===== src/rtl/retire_trace_pkg.sv =====
// Shared types for the retirement tracker: shadow-stage pair and trace record.
package retire_trace_pkg;

   localparam int unsigned PC_W       = 8;
   localparam int unsigned DATA_W     = 16;
   localparam int unsigned RA_W       = 3;
   localparam int unsigned TS_W       = 16;
   localparam int unsigned RETIRE_LAT = 4;

   typedef struct packed {
      logic [PC_W-1:0] pc;
      logic            valid;
   } stage_t;

   typedef struct packed {
      logic [PC_W-1:0]   pc;
      logic              we;
      logic [RA_W-1:0]   addr;
      logic [DATA_W-1:0] data;
      logic [TS_W-1:0]   ts;
   } trace_rec_t;

endpackage


===== src/rtl/retire_trace_unit_fifo.sv =====
// Synchronous FIFO of trace records; head read straight from the storage flops.
module trace_fifo
   import retire_trace_pkg::*;
#(
   parameter int unsigned DEPTH = 8
) (
   input  logic       clk,
   input  logic       rst,
   input  logic       push_i,
   input  logic       pop_i,
   input  trace_rec_t wdata_i,
   output trace_rec_t rdata_o,
   output logic       full_o,
   output logic       empty_o
);

   localparam int unsigned AW = $clog2(DEPTH);

   logic [AW:0] wr_ptr_q, wr_ptr_d;
   logic [AW:0] rd_ptr_q, rd_ptr_d;
   trace_rec_t  mem_q [DEPTH];
   logic        wr_en;
   logic        rd_en;

   assign full_o  = (wr_ptr_q[AW] != rd_ptr_q[AW]) && (wr_ptr_q[AW-1:0] == rd_ptr_q[AW-1:0]);
   assign empty_o = (wr_ptr_q == rd_ptr_q);
   // A full FIFO still takes a push when the head leaves in the same cycle.
   assign wr_en   = push_i && (!full_o || pop_i);
   assign rd_en   = pop_i && !empty_o;
   assign rdata_o = empty_o ? '0 : mem_q[rd_ptr_q[AW-1:0]];

   always_comb begin
      wr_ptr_d = wr_ptr_q;
      rd_ptr_d = rd_ptr_q;
      if (wr_en) wr_ptr_d = wr_ptr_q + 1'b1;
      if (rd_en) rd_ptr_d = rd_ptr_q + 1'b1;
   end

   always_ff @(posedge clk or posedge rst) begin
      if (rst) begin
         wr_ptr_q <= '0;
         rd_ptr_q <= '0;
      end else begin
         wr_ptr_q <= wr_ptr_d;
         rd_ptr_q <= rd_ptr_d;
      end
   end

   always_ff @(posedge clk) begin
      if (wr_en) mem_q[wr_ptr_q[AW-1:0]] <= wdata_i;
   end

endmodule


===== src/rtl/retire_trace_unit.sv =====
// Shadows the core pipeline with a PC/valid chain and logs each WB retirement
// as a timestamped record into a small trace FIFO.
module retire_trace_unit
   import retire_trace_pkg::*;
#(
   parameter int unsigned PC_WIDTH   = PC_W,
   parameter int unsigned DATA_WIDTH = DATA_W,
   parameter int unsigned RA_WIDTH   = RA_W,
   parameter int unsigned DEPTH      = 8,
   parameter int unsigned TS_WIDTH   = TS_W
) (
   input  logic                  clk,
   input  logic                  rst,
   input  logic [PC_WIDTH-1:0]   pc,
   input  logic                  pipeline_stall_n,
   input  logic                  branch_taken,
   input  logic                  wb_we,
   input  logic [RA_WIDTH-1:0]   wb_addr,
   input  logic [DATA_WIDTH-1:0] wb_data,
   output logic                  trace_valid,
   input  logic                  trace_ready,
   output logic [PC_WIDTH-1:0]   trace_pc,
   output logic                  trace_we,
   output logic [RA_WIDTH-1:0]   trace_addr,
   output logic [DATA_WIDTH-1:0] trace_data,
   output logic [TS_WIDTH-1:0]   trace_ts,
   output logic                  overflow,
   output logic [31:0]           retire_count
);

   // Index 0 is ID, RETIRE_LAT-1 is WB.
   stage_t                chain_q [RETIRE_LAT];
   stage_t                chain_d [RETIRE_LAT];
   logic [TS_WIDTH-1:0]   ts_q, ts_d;
   logic [31:0]           count_q, count_d;
   logic                  overflow_q, overflow_d;
   logic                  retire;
   logic                  pop;
   logic                  full;
   logic                  empty;
   trace_rec_t            rec;
   trace_rec_t            head;

   always_comb begin
      if (branch_taken) begin
         chain_d[0] = '0;
         chain_d[1] = '0;
      end else if (!pipeline_stall_n) begin
         chain_d[0] = chain_q[0];
         chain_d[1] = '0;
      end else begin
         chain_d[0] = {pc, 1'b1};
         chain_d[1] = chain_q[0];
      end
      for (int i = 2; i < RETIRE_LAT; i++) chain_d[i] = chain_q[i-1];
   end

   assign retire = chain_q[RETIRE_LAT-1].valid;
   assign pop    = trace_valid && trace_ready;

   always_comb begin
      rec        = '{pc: chain_q[RETIRE_LAT-1].pc, we: wb_we, addr: wb_addr, data: wb_data,
                     ts: ts_q};
      ts_d       = ts_q + 1'b1;
      count_d    = retire ? count_q + 32'd1 : count_q;
      overflow_d = overflow_q | (retire && full && !pop);
   end

   always_ff @(posedge clk or posedge rst) begin
      if (rst) begin
         for (int i = 0; i < RETIRE_LAT; i++) chain_q[i] <= '0;
         ts_q       <= '0;
         count_q    <= '0;
         overflow_q <= 1'b0;
      end else begin
         for (int i = 0; i < RETIRE_LAT; i++) chain_q[i] <= chain_d[i];
         ts_q       <= ts_d;
         count_q    <= count_d;
         overflow_q <= overflow_d;
      end
   end

   trace_fifo #(
      .DEPTH (DEPTH)
   ) u_fifo (
      .clk     (clk),
      .rst     (rst),
      .push_i  (retire),
      .pop_i   (pop),
      .wdata_i (rec),
      .rdata_o (head),
      .full_o  (full),
      .empty_o (empty)
   );

   assign trace_valid  = !empty;
   assign trace_pc     = head.pc;
   assign trace_we     = head.we;
   assign trace_addr   = head.addr;
   assign trace_data   = head.data;
   assign trace_ts     = head.ts;
   assign overflow     = overflow_q;
   assign retire_count = count_q;

endmodule


===== config.mk =====
export PLATFORM = sky130hd
export DESIGN_NAME = retire_trace_unit
export DESIGN_NICKNAME = d
export VERILOG_FILES = /design/src/rtl/retire_trace_pkg.sv /design/src/rtl/retire_trace_unit_fifo.sv /design/src/rtl/retire_trace_unit.sv
export SDC_FILE = /design/constraint.sdc
export NUM_CORES = 1
export LEC_CHECK = 0
export BUFFER_PORTS_ARGS = -buffer_cell sky130_fd_sc_hd__buf_2
export CAP_MARGIN = 40
export CORE_UTILIZATION = 30
export CTS_CLUSTER_DIAMETER = 120
export DETAILED_ROUTE_END_ITERATION = 7
export MAX_ROUTING_LAYER = met4
export SETUP_SLACK_MARGIN = 0.15
export SYNTH_ARGS = -nofsm -noshare
export SYNTH_HDL_FRONTEND = slang
export SYNTH_SLANG_ARGS = --single-unit

===== constraint.sdc =====
create_clock -name clk -period 9.9 [get_ports clk]
set_input_delay 0 -clock clk [delete_from_list [all_inputs] [get_ports clk]]
set_output_delay 0 -clock clk [all_outputs]
set_load 0.005 [all_outputs]

==> Word level (Yosys, flattened, before mapping) <==
Memories as Yosys holds them, arrays and structs flattened.
Cells that the tools add are included.
W data, S select, Z words.
{ "totals": {"mem_bits_rw": 352, "in_bits": 33, "mem_bits_ro": 0, "latch_bits": 0, "elab_cells": 38, "mem_count": 1, "register_bits": 93} }
{ "op_classes": {"mux": 5, "eq_ne": 3, "n_shift": 0, "reduce_logical": 11, "div_mod_pow": 0, "n_lt_le_gt_ge": 0, "mul": 0, "bitwise_logic": 1, "add_sub_neg": 4} }
{ "mem_list": {"columns": ["memory", "words", "word_bits", "rd", "rd_ports_with_merged_regs", "write_ports", "line_no", "source"], "rows": [
  ["u_fifo.mem_q", 8, 44, 1, 0, 1, "retire_trace_unit_fifo.sv:21", "trace_rec_t mem_q [DEPTH];"]
]} }
{ "ops": {"columns": ["op", "count"], "rows": [
  ["$mux W44", 1],
  ["$mux W18", 2],
  ["$add A32 B1 Y32 const B", 1],
  ["$add A16 B1 Y16 const B", 1],
  ["$add A4 B1 Y4 const B", 2],
  ["$logic_and A1 B1 Y1", 6],
  ["$eq A4 B4 Y1", 1],
  ["$eq A3 B3 Y1", 1],
  ["$logic_not A1 Y1", 3],
  ["$mux W1", 2],
  ["$reduce_bool A2 Y1", 1],
  ["$logic_or A1 B1 Y1", 1],
  ["$ne A1 B1 Y1", 1],
  ["$or A1 B1 Y1", 1]
]} }

==> Logic depth before layout (Yosys ltp) <==
Gate-level depths: netlist of run 1.
{ "logic_depth": {"word_depth": 7, "mapped_depth": 6} }

==> By module <==
Synthesis of run 1 repeated with hierarchy kept, for this count alone.
{ "hier_totals": {"hier_cells": 861, "hier_area_um2": 17121.4} }
{ "by_module_without_submodules": {"columns": ["module", "cells_each", "seq_area_each_um2", "instances", "area_each_um2"], "rows": [
  ["trace_fifo", 614, 10770.3, 1, 13885.8],
  ["retire_trace_unit", 247, 2127.0, 1, 3235.6]
]} }

==> Worst setup path before layout of run 1 <==
Ideal clock, no wire load.
{ "synth_path": {"path_type": "register to register", "from": "register u_fifo.wr_ptr_q[0]", "to": "memory u_fifo.mem_q[1][0] in the netlist's numbering (enable)", "stages_incl_launch_ff": 6, "setup_time_ps": 555, "arrival_ps": 5533, "slack_ps": 3812, "path_buffers": 1, "cell_sequence": "dfrtp_1 > buf_2 > xnor2_1 > and3_1 > a21oi_1 > nor4bb_1"} }
{ "synth_via": {"elab_chain_len": 7, "word_cells_on_any_way": 10} }
{ "synth_rtl": {"columns": ["element", "line_no", "source"], "rows": [
  ["start: declaration", "retire_trace_unit_fifo.sv:19", "logic [AW:0] wr_ptr_q, wr_ptr_d;"],
  ["start signal: assignment", "retire_trace_unit_fifo.sv:44", "wr_ptr_q <= wr_ptr_d;"],
  ["$eq A4 B4 Y1 / $eq A3 B3 Y1 (equally long branches)", "retire_trace_unit_fifo.sv:26, retire_trace_unit_fifo.sv:25", null],
  ["$logic_not A1 Y1 / $logic_and A1 B1 Y1 (equally long branches)", "retire_trace_unit.sv:96, retire_trace_unit_fifo.sv:25", null],
  ["$logic_and A1 B1 Y1 / $logic_not A1 Y1 (equally long branches)", "retire_trace_unit.sv:59, retire_trace_unit_fifo.sv:28", null],
  ["$logic_or A1 B1 Y1", "retire_trace_unit_fifo.sv:28", "assign wr_en = push_i && (!full_o || pop_i);"],
  ["$logic_and A1 B1 Y1", "retire_trace_unit_fifo.sv:28", null],
  ["$mux W1", "retire_trace_unit_fifo.sv:50", "if (wr_en) mem_q[wr_ptr_q[AW-1:0]] <= wdata_i;"],
  ["$mux W1 (implied by the code)", "retire_trace_unit_fifo.sv:50", null],
  ["end: declaration", "retire_trace_unit_fifo.sv:21", null]
]} }
Parallel ways exist; a longest one is shown, timed or not.

==> Worst setup path in the final report of run 1 <==
{ "layout_path": {"from": "register u_fifo.rd_ptr_q[0]", "to": "memory u_fifo.mem_q[5][43] in the netlist's numbering (enable)"} }
{ "layout_via": {"elab_chain_len": 7, "word_cells_on_any_way": 10} }
{ "layout_rtl": {"columns": ["element", "line_no", "source"], "rows": [
  ["start: declaration", "retire_trace_unit_fifo.sv:20", "logic [AW:0] rd_ptr_q, rd_ptr_d;"],
  ["start signal: assignment", "retire_trace_unit_fifo.sv:45", "rd_ptr_q <= rd_ptr_d;"],
  ["$eq A4 B4 Y1 / $eq A3 B3 Y1 (equally long branches)", "retire_trace_unit_fifo.sv:26, retire_trace_unit_fifo.sv:25", null],
  ["$logic_not A1 Y1 / $logic_and A1 B1 Y1 (equally long branches)", "retire_trace_unit.sv:96, retire_trace_unit_fifo.sv:25", null],
  ["$logic_and A1 B1 Y1 / $logic_not A1 Y1 (equally long branches)", "retire_trace_unit.sv:59, retire_trace_unit_fifo.sv:28", null],
  ["$logic_or A1 B1 Y1 *", "retire_trace_unit_fifo.sv:28", null],
  ["$logic_and A1 B1 Y1 *", "retire_trace_unit_fifo.sv:28", null],
  ["$mux W1 *", "retire_trace_unit_fifo.sv:50", null],
  ["$mux W1 (implied by the code) *", "retire_trace_unit_fifo.sv:50", null]
]} }
Every way passes the cells marked *; elsewhere a longest branch is shown, timed or not.

==> results of run 1 <==
through the flow:
stage | util, % | instance area (um^2) | std cells | setup slack [ns]
after floorplan | - | 17100 | 859 | 3.81
after global placement | 33.0 | 18500 | 1701 | 6.15
after detailed placement | 33.2 | 18700 | 1707 | 6.27
after CTS | 36.7 | 20700 | 1840 | 6.29
after global routing | 36.7 | 20700 | 1840 | 6.04
final | 36.7 | 20700 | 1840 | 6.35
per-layer routing:
metal	GRT usage [%]	share of wire [%]	vias to the layer above
li1	-	-	3768
met4	4.56	2.4	0
met3	2.28	4.6	53
met1	15.7	43	4306
met2	20.3	50	180
met5	-	0	-
final timing paths:
path,start,endpoint,cells past startpoint
max in group asynchronous,rst,u_fifo.rd_ptr_q[0]$_DFFE_PP0P_,5
hold reg to reg,chain_d[0]$_DFF_PP0_,retire$_DFF_PP0_,0
setup reg to reg,u_fifo.rd_ptr_q[0]$_DFFE_PP0P_,u_fifo.mem_q[5][43]$_DFFE_PP_,6
min in group asynchronous,rst,retire_count[4]$_DFFE_PP0P_,4
setup / recovery,u_fifo.rd_ptr_q[0]$_DFFE_PP0P_,u_fifo.mem_q[5][43]$_DFFE_PP_,6
hold / removal,pipeline_stall_n,chain_d[9]$_DFF_PP0_,3
final cells by class:
cell class	instances	area (um^2)	area share (%)
inverter	7	28.8	0.139
multi-input combinational	369	4010	19.4
sequential	445	12900	62.4
timing repair buffer	179	1270	6.15
clock buffer	58	1230	5.97
clock inverter	26	280	1.36
tap	756	946	4.57
critical path, delay by kind of cell, from the launching register on:
kind,cells,cell delay [ns]
AND/OR/NAND/NOR,2,1.00
buffers and inverters,2,0.84
flip-flops,1,0.70
AO/OA/AOI/OAI,1,0.51
XOR/XNOR,1,0.12
cell usage in the layout (no fill, tap or decap), drive strengths merged, types with 3 or more instances in the layout:
master / Yosys / final
dlygate4sd3: 0 / 49
xor2: 18 / 18
nor4bb: 3 / 3
nor2: 67 / 67
and3: 8 / 8
nor3: 6 / 6
mux2i: 52 / 52
nand2: 18 / 18
and2: 10 / 10
inv: 7 / 9
xnor2: 37 / 37
nand4: 19 / 19
clkinv: 0 / 19
edfxtp: 352 / 352
and4: 4 / 4
and4b: 3 / 3
clkbuf: 14 / 58
buf: 24 / 129
mux4: 88 / 88
nand3: 15 / 15
dfrtp: 93 / 93
mux2: 3 / 3
bufinv: 0 / 4
nor4: 4 / 4
ha: 4 / 4
state kept, by name, indices dropped and copies added, names as in the netlist:
name,cells
retire_count,32
overflow,1
u_fifo.mem_q,352
u_fifo.wr_ptr_q,4
chain_q,17
u_fifo.rd_ptr_q,4
chain_d,18
ts_q,16
retire,1
cell usage after synthesis:
| master | n | area (um^2) |
|---|---|---|
| nor2_1 | 67 | 251 |
| inv_1 | 7 | 26.3 |
| clkbuf_2 | 1 | 5.00 |
| edfxtp_1 | 352 | 10600 |
| nand2_1 | 18 | 67.6 |
| buf_1 | 8 | 30.0 |
| buf_6 | 1 | 11.3 |
| clkbuf_1 | 13 | 48.8 |
| mux4_2 | 88 | 1980 |
| and3_1 | 7 | 43.8 |
| mux2_2 | 3 | 33.8 |
| nor3_1 | 6 | 30.0 |
| ha_1 | 4 | 50.1 |
| and3_2 | 1 | 7.51 |
| nor4bb_1 | 3 | 30.0 |
| and3b_1 | 1 | 8.76 |
| nor4_4 | 2 | 42.5 |
| a21oi_1 | 1 | 5.00 |
| a211oi_1 | 2 | 15.0 |
| xnor2_1 | 37 | 324 |
| nand4_1 | 18 | 113 |
| or4_4 | 2 | 22.5 |
| nor4_1 | 2 | 12.5 |
| and2_1 | 10 | 62.6 |
| xor2_1 | 18 | 158 |
| buf_4 | 1 | 7.51 |
| and4_1 | 3 | 26.3 |
| and4_2 | 1 | 10.0 |
| mux2i_1 | 52 | 521 |
| nand4_2 | 1 | 12.5 |
| nor2b_1 | 1 | 6.26 |
| a31o_2 | 1 | 8.76 |
| and4b_1 | 3 | 30.0 |
| buf_2 | 14 | 70.1 |
| or2_2 | 1 | 6.26 |
| nand2b_1 | 1 | 6.26 |
| nand3_1 | 15 | 75.1 |
| dfrtp_1 | 93 | 2330 |
cell families after synthesis:
family	synth area share, %
flops	75.6
buf+inv	1.17
xor+xnor	2.82
compound gates	0.169
simple gates	5.07
mux	14.9
fa+ha+maj	0.293
power groups by stage:
| stage | logic [mW] | clock network [mW] | registers (mW) |
|---|---|---|---|
| final | 1.21 | 1.71 | 2.19 |
| after global routing | 1.34 | 1.82 | 2.20 |
| after CTS | 1.26 | 1.75 | 2.19 |
| after detailed placement | 1.24 | 0 | 2.23 |
| after global placement | 1.16 | 0 | 2.26 |
| after floorplan | 0.836 | 0 | 2.14 |
==> results.md, run 1 <==
- Initial antenna violation count: 0
- Clk sink count: 445
- Setup-failing EPs final: 0
- Worst skew pair latency: 0.58 ns
- CORE AREA: 56300 um^2
- Hold slack final: 0.0966 ns
- Htree depth: 2
- Layout area overhead: 21.2%
- Worst EP arrival: 3.76 ns
- Gr usage total: between 10% and 20%
- CTS Buf Count: 45
- Worst Clk Skew: 0.0225 ns
- Startpoint types: flip-flop
- TNS Setup: 0 ns
- Post-CTS sizing: 0
- PD cells: 247 nW/um^2
- Crit path max-delay cell type: and4b_2
- Post-route clock period utilization: 35.9%
- Mean Syn Cell Area: around 20 um^2
- Worst reg2reg setup slack: ~6.3 ns
- Worst EP required: 10.11 ns
- Final Slew Violations: 0
- Per-cell routed wire length: 18.5 um
- CTS tree: yes
- DR vias: between 8000 and 9000
- Min-Delay Path Class: in -> reg
- Register area share after synthesis: between 70% and 80%
- Power share of the clock group: 33.5%
- Rows: 87
- Clk buf depth: 3
- Distinct cells, synth: 38
- Tmin final: 3.55 ns
- GPL Wtd Cong: about 0.73
- Least-Margin Pin Slew: between 0.8 and 0.9 ns
- First-pass GRT wire length: 53100 um
- Comb power frac: about a quarter
- Cell Area, Synth: 17100 um^2
- Max_cap viols: 0
- N_diodes: 0
- Vias in the first global route: 8913
- Starting DRT DRC Count: roughly 520
- Max_slew headroom: about 45%
- Post-detailed-route count of antenna-violating nets: 0
- FF+latch count, synth: 445
- Setup bufs post-CTS: 0
- Die height: between 200 and 250 um
- Layout cells sized above 1: between 20% and 30%
- DRT Pass-1 Iters: 5
- NetSw: between 1 and 1.5 mW
- Max Clk Rate: around 0.28 GHz
- Via-to-Cell Ratio: 4.51
- I/O pin cnt: approximately 110
- RSZ-0062 raised after global routing: false
- Total power: 5.11 mW
- Syn. warnings: 0
- Syn_nets: 896
- Cell count after synthesis: 859
- Area of the die: 57800 um^2
- Root buf cell: clkbuf_16
- Switching Fraction: 27.7%
- Largest stage delay, worst path: about 0.75 ns
- Die extent in x: 240 um
- Clock-pin slew on the worst setup and hold paths: 0.06 ns
- Final Hold Fails: 0
- Worst-path cell chain: buf_16, xnor2_1, and3_1, a21oi_1, and4b_2, buf_4
- Final WL: roughly 34000 um
- Worst VDD drop: 0.000146 V
- DP HPWL: between 15000 and 20000 um
- Filler cell count: 5186
- Reg power frac: 42.8%
- Int Power: 3.69 mW
- Outcome: completed
- CP endpoint kind: flip-flop
- Leak: about 7.6 nW
- Initial Util: 30.3%
- DRC Markers: 0
- Crit path kind: reg -> reg
- Layout Nets: 1084
- Crit-path max FO: 32
- Pin count of the biggest net entering global routing: 62
- GR Overflow Total: 0
- CTS Hold Bufs: 49
- PortBufs: 110
No activity file was read; power rests on OpenSTA's default activity.
==> run 2: changes to the inputs <==
Clock period 9.9 ns to 3.1 ns, I/O delays scaled along.
==> run 2 against run 1 <==
Compared with the run above:
- highest routed layer unchanged
- largest power group unchanged
- via count about the same
- combinational power increased to 3.3 times the previous value
- register-to-register slack got worse by 5.6 ns
- routed wire length decreased by 0.27%
- first-iteration DRC count decreased by 28%
==> results.md, run 2 (synthesized netlist as in run 1, its figures left out) <==
- Hold slack final: 0.0925 ns
- Layout Nets: 1091
- Crit path kind: reg -> out
- Int Power: about 12 mW
- DRT Pass-1 Iters: 6
- Final Cell Area: 20800 um^2
- Placed inst area: 18800 um^2
- Layout area overhead: 21.7%
- Root buf cell: clkbuf_16
- Crit-path leading delay family: multiplexers
- Area of the die: 57800 um^2
- Vias in the first global route: a little under 9000
- Setup-failing EPs final: 0
- Most common cell after layout, fill and taps aside: edfxtp_1
- Worst EP arrival: approximately 2.7 ns
- Comb power frac: 24.5%
- Post-detailed-route count of antenna-violating nets: 0
- Min-Delay Path Class: in -> reg
- CORE AREA: 56300 um^2
- Htree depth: 2
- RSZ-0062 raised after global routing: false
- Commonest non-fill, non-tap cells in the layout: 352 x edfxtp_1, 110 x buf_2, 90 x dfrtp_1
- GR Overflow Total: 0
- Pin count of the biggest net entering global routing: a little over 90
- TNS Setup: 0 ns
- PD cells: 778 nW/um^2
- Reg power frac: 42.3%
- DR vias: 8311
- Pre-CTS WS: 0.742 ns
- GPL Wtd Cong: 0.723
- CTS tree: yes
- Inst Count DP: ~1700
- Startpoint types: flip-flop
- Leak: 7.64 nW
- Clk buf depth: 3
- Worst Clk Skew: 0.0377 ns
- Worst EP required: between 3 and 4 ns
- Max_cap viols: 0
- Crit path max-delay cell type: mux4_2
- CP bufs+invs: 2
- CP endpoint kind: primary output
- Via-to-Cell Ratio: 4.50
- Fin worst setup slack: 0.403 ns
- DRC Markers: 0
- I/O pin cnt: 111
- CTS Buf Count: 47
- Max Clk Rate: 0.371 GHz
- NetSw: ~4.5 mW
- Least-Margin Pin Slew: between 0.8 and 0.9 ns
- Worst VDD drop: 0.000836 V
- Max_slew headroom: 46.2%
- Filler cell count: 5234
- PortBufs: 110
- Largest stage delay, worst path: a little under 0.6 ns
- Power share of the clock group: 33.2%
- Final WL: 33900 um
- Crit-path max FO: approximately 90
- Switching Fraction: 27.7%
- Die extent in x: about 240 um
- Starting DRT DRC Count: 375
- Per-cell routed wire length: 18.4 um
- Clk sink count: between 400 and 500
- Final Hold Fails: 0
- First-pass GRT wire length: 52600 um
- Initial Util: between 30 and 40%
- Worst skew pair latency: 0.60 ns
- Gr usage total: 12.4%
- Post-route clock period utilization: roughly 87%
- Max reg flops: between 300 and 400
- Worst-path cell chain: buf_16, mux4_2, mux2i_1, nor2_1, buf_2
- Cell Count, Final, Fillers Out: 1847
- DP HPWL: 19600 um
- Rows: 87
- N_diodes: 0
- Layout cells sized above 1: between 20% and 30%
- Tmin final: roughly 2.7 ns
- Die height: around 240 um
- Clock-pin slew on the worst setup and hold paths: 0.06 ns
- Final Slew Violations: 0
- Outcome: completed
- Initial antenna violation count: 0
run 2: cell types whose count changed in the layout (fill, tap and decap cells not counted), moves of 3 or more:
cell and change:
clkinv_2 -3, buf_4 +3, clkbuf_1 +8, buf_12 +6, clkbuf_8 -3
run 2: metrics by stage:
step / power (mW) / utilization, %
after floorplan: 9.62 / -
after global placement: 10.9 / 33.3
after detailed placement: 11.0 / 33.4
after global routing: 17.0 / 36.9
final: 16.1 / 36.9
after CTS: 16.5 / 36.9
run 2: repair_timing:
| action | CTS | global route |
|---|---|---|
| hold buffers | 48 | 0 |
| buffers inserted | 0 | 0 |
| gates resized for setup | 0 | 1 |
| endpoints found under the setup margin | 0 | 2 |
| hold endpoints to repair | 243 | 0 |
run 2: final timing paths:
check	startpoint	endpoint	slack, ns	cells past startpoint
setup reg to reg	u_fifo.wr_ptr_q[2]$_DFFE_PP0P_	u_fifo.mem_q[5][37]$_DFFE_PP_	0.77	5
max in group asynchronous	rst	ts_q[8]$_DFF_PP0_	2.20	4
setup / recovery	u_fifo.rd_ptr_q[0]$_DFFE_PP0P_	trace_pc[7]	0.40	5
hold / removal	pipeline_stall_n	chain_d[12]$_DFF_PP0_	0.09	3
hold reg to reg	chain_d[14]$_DFF_PP0_	chain_d[5]$_DFF_PP0_	0.34	0
min in group asynchronous	rst	retire_count[0]$_DFFE_PP0P_	0.14	3
run 2: power groups by stage:
stage / registers (mW) / logic, mW / clock network [mW]
finish: 6.83 / 3.95 / 5.37
global route: 6.85 / 4.40 / 5.75
CTS: 6.83 / 4.11 / 5.52
detailed placement: 6.95 / 4.05 / 0
global placement: 6.94 / 4.00 / 0
floorplan: 6.85 / 2.77 / 0
run 2: worst register-to-register path, cell delays in order (launching register included):
cell	delay [ns]
dfrtp_1	0.59
xnor2_1	0.16
and3_4	0.23
a21oi_4	0.25
and4b_2	0.52
buf_12	0.26
run 2: metal layers:
layer | GRT usage [%] | vias up | routed length [um]
li1 | - | 3781 | -
met1 | 15.8 | 4309 | 14800
met2 | 19.9 | 184 | 16800
met3 | 2.97 | 37 | 1870
met4 | 3.13 | 0 | 501
met5 | - | - | 0
run 2: final cells by class:
type                            count  area [um^2]  area share [%]
Clock buffer                       65         1270            6.14
Clock inverter                     21          220            1.06
Inverter                            7         28.8           0.139
Multi-Input combinational cell    369         4030            19.4
Sequential cell                   445        12900            62.2
Tap cell                          756          946            4.56
Timing Repair Buffer              184         1350            6.52
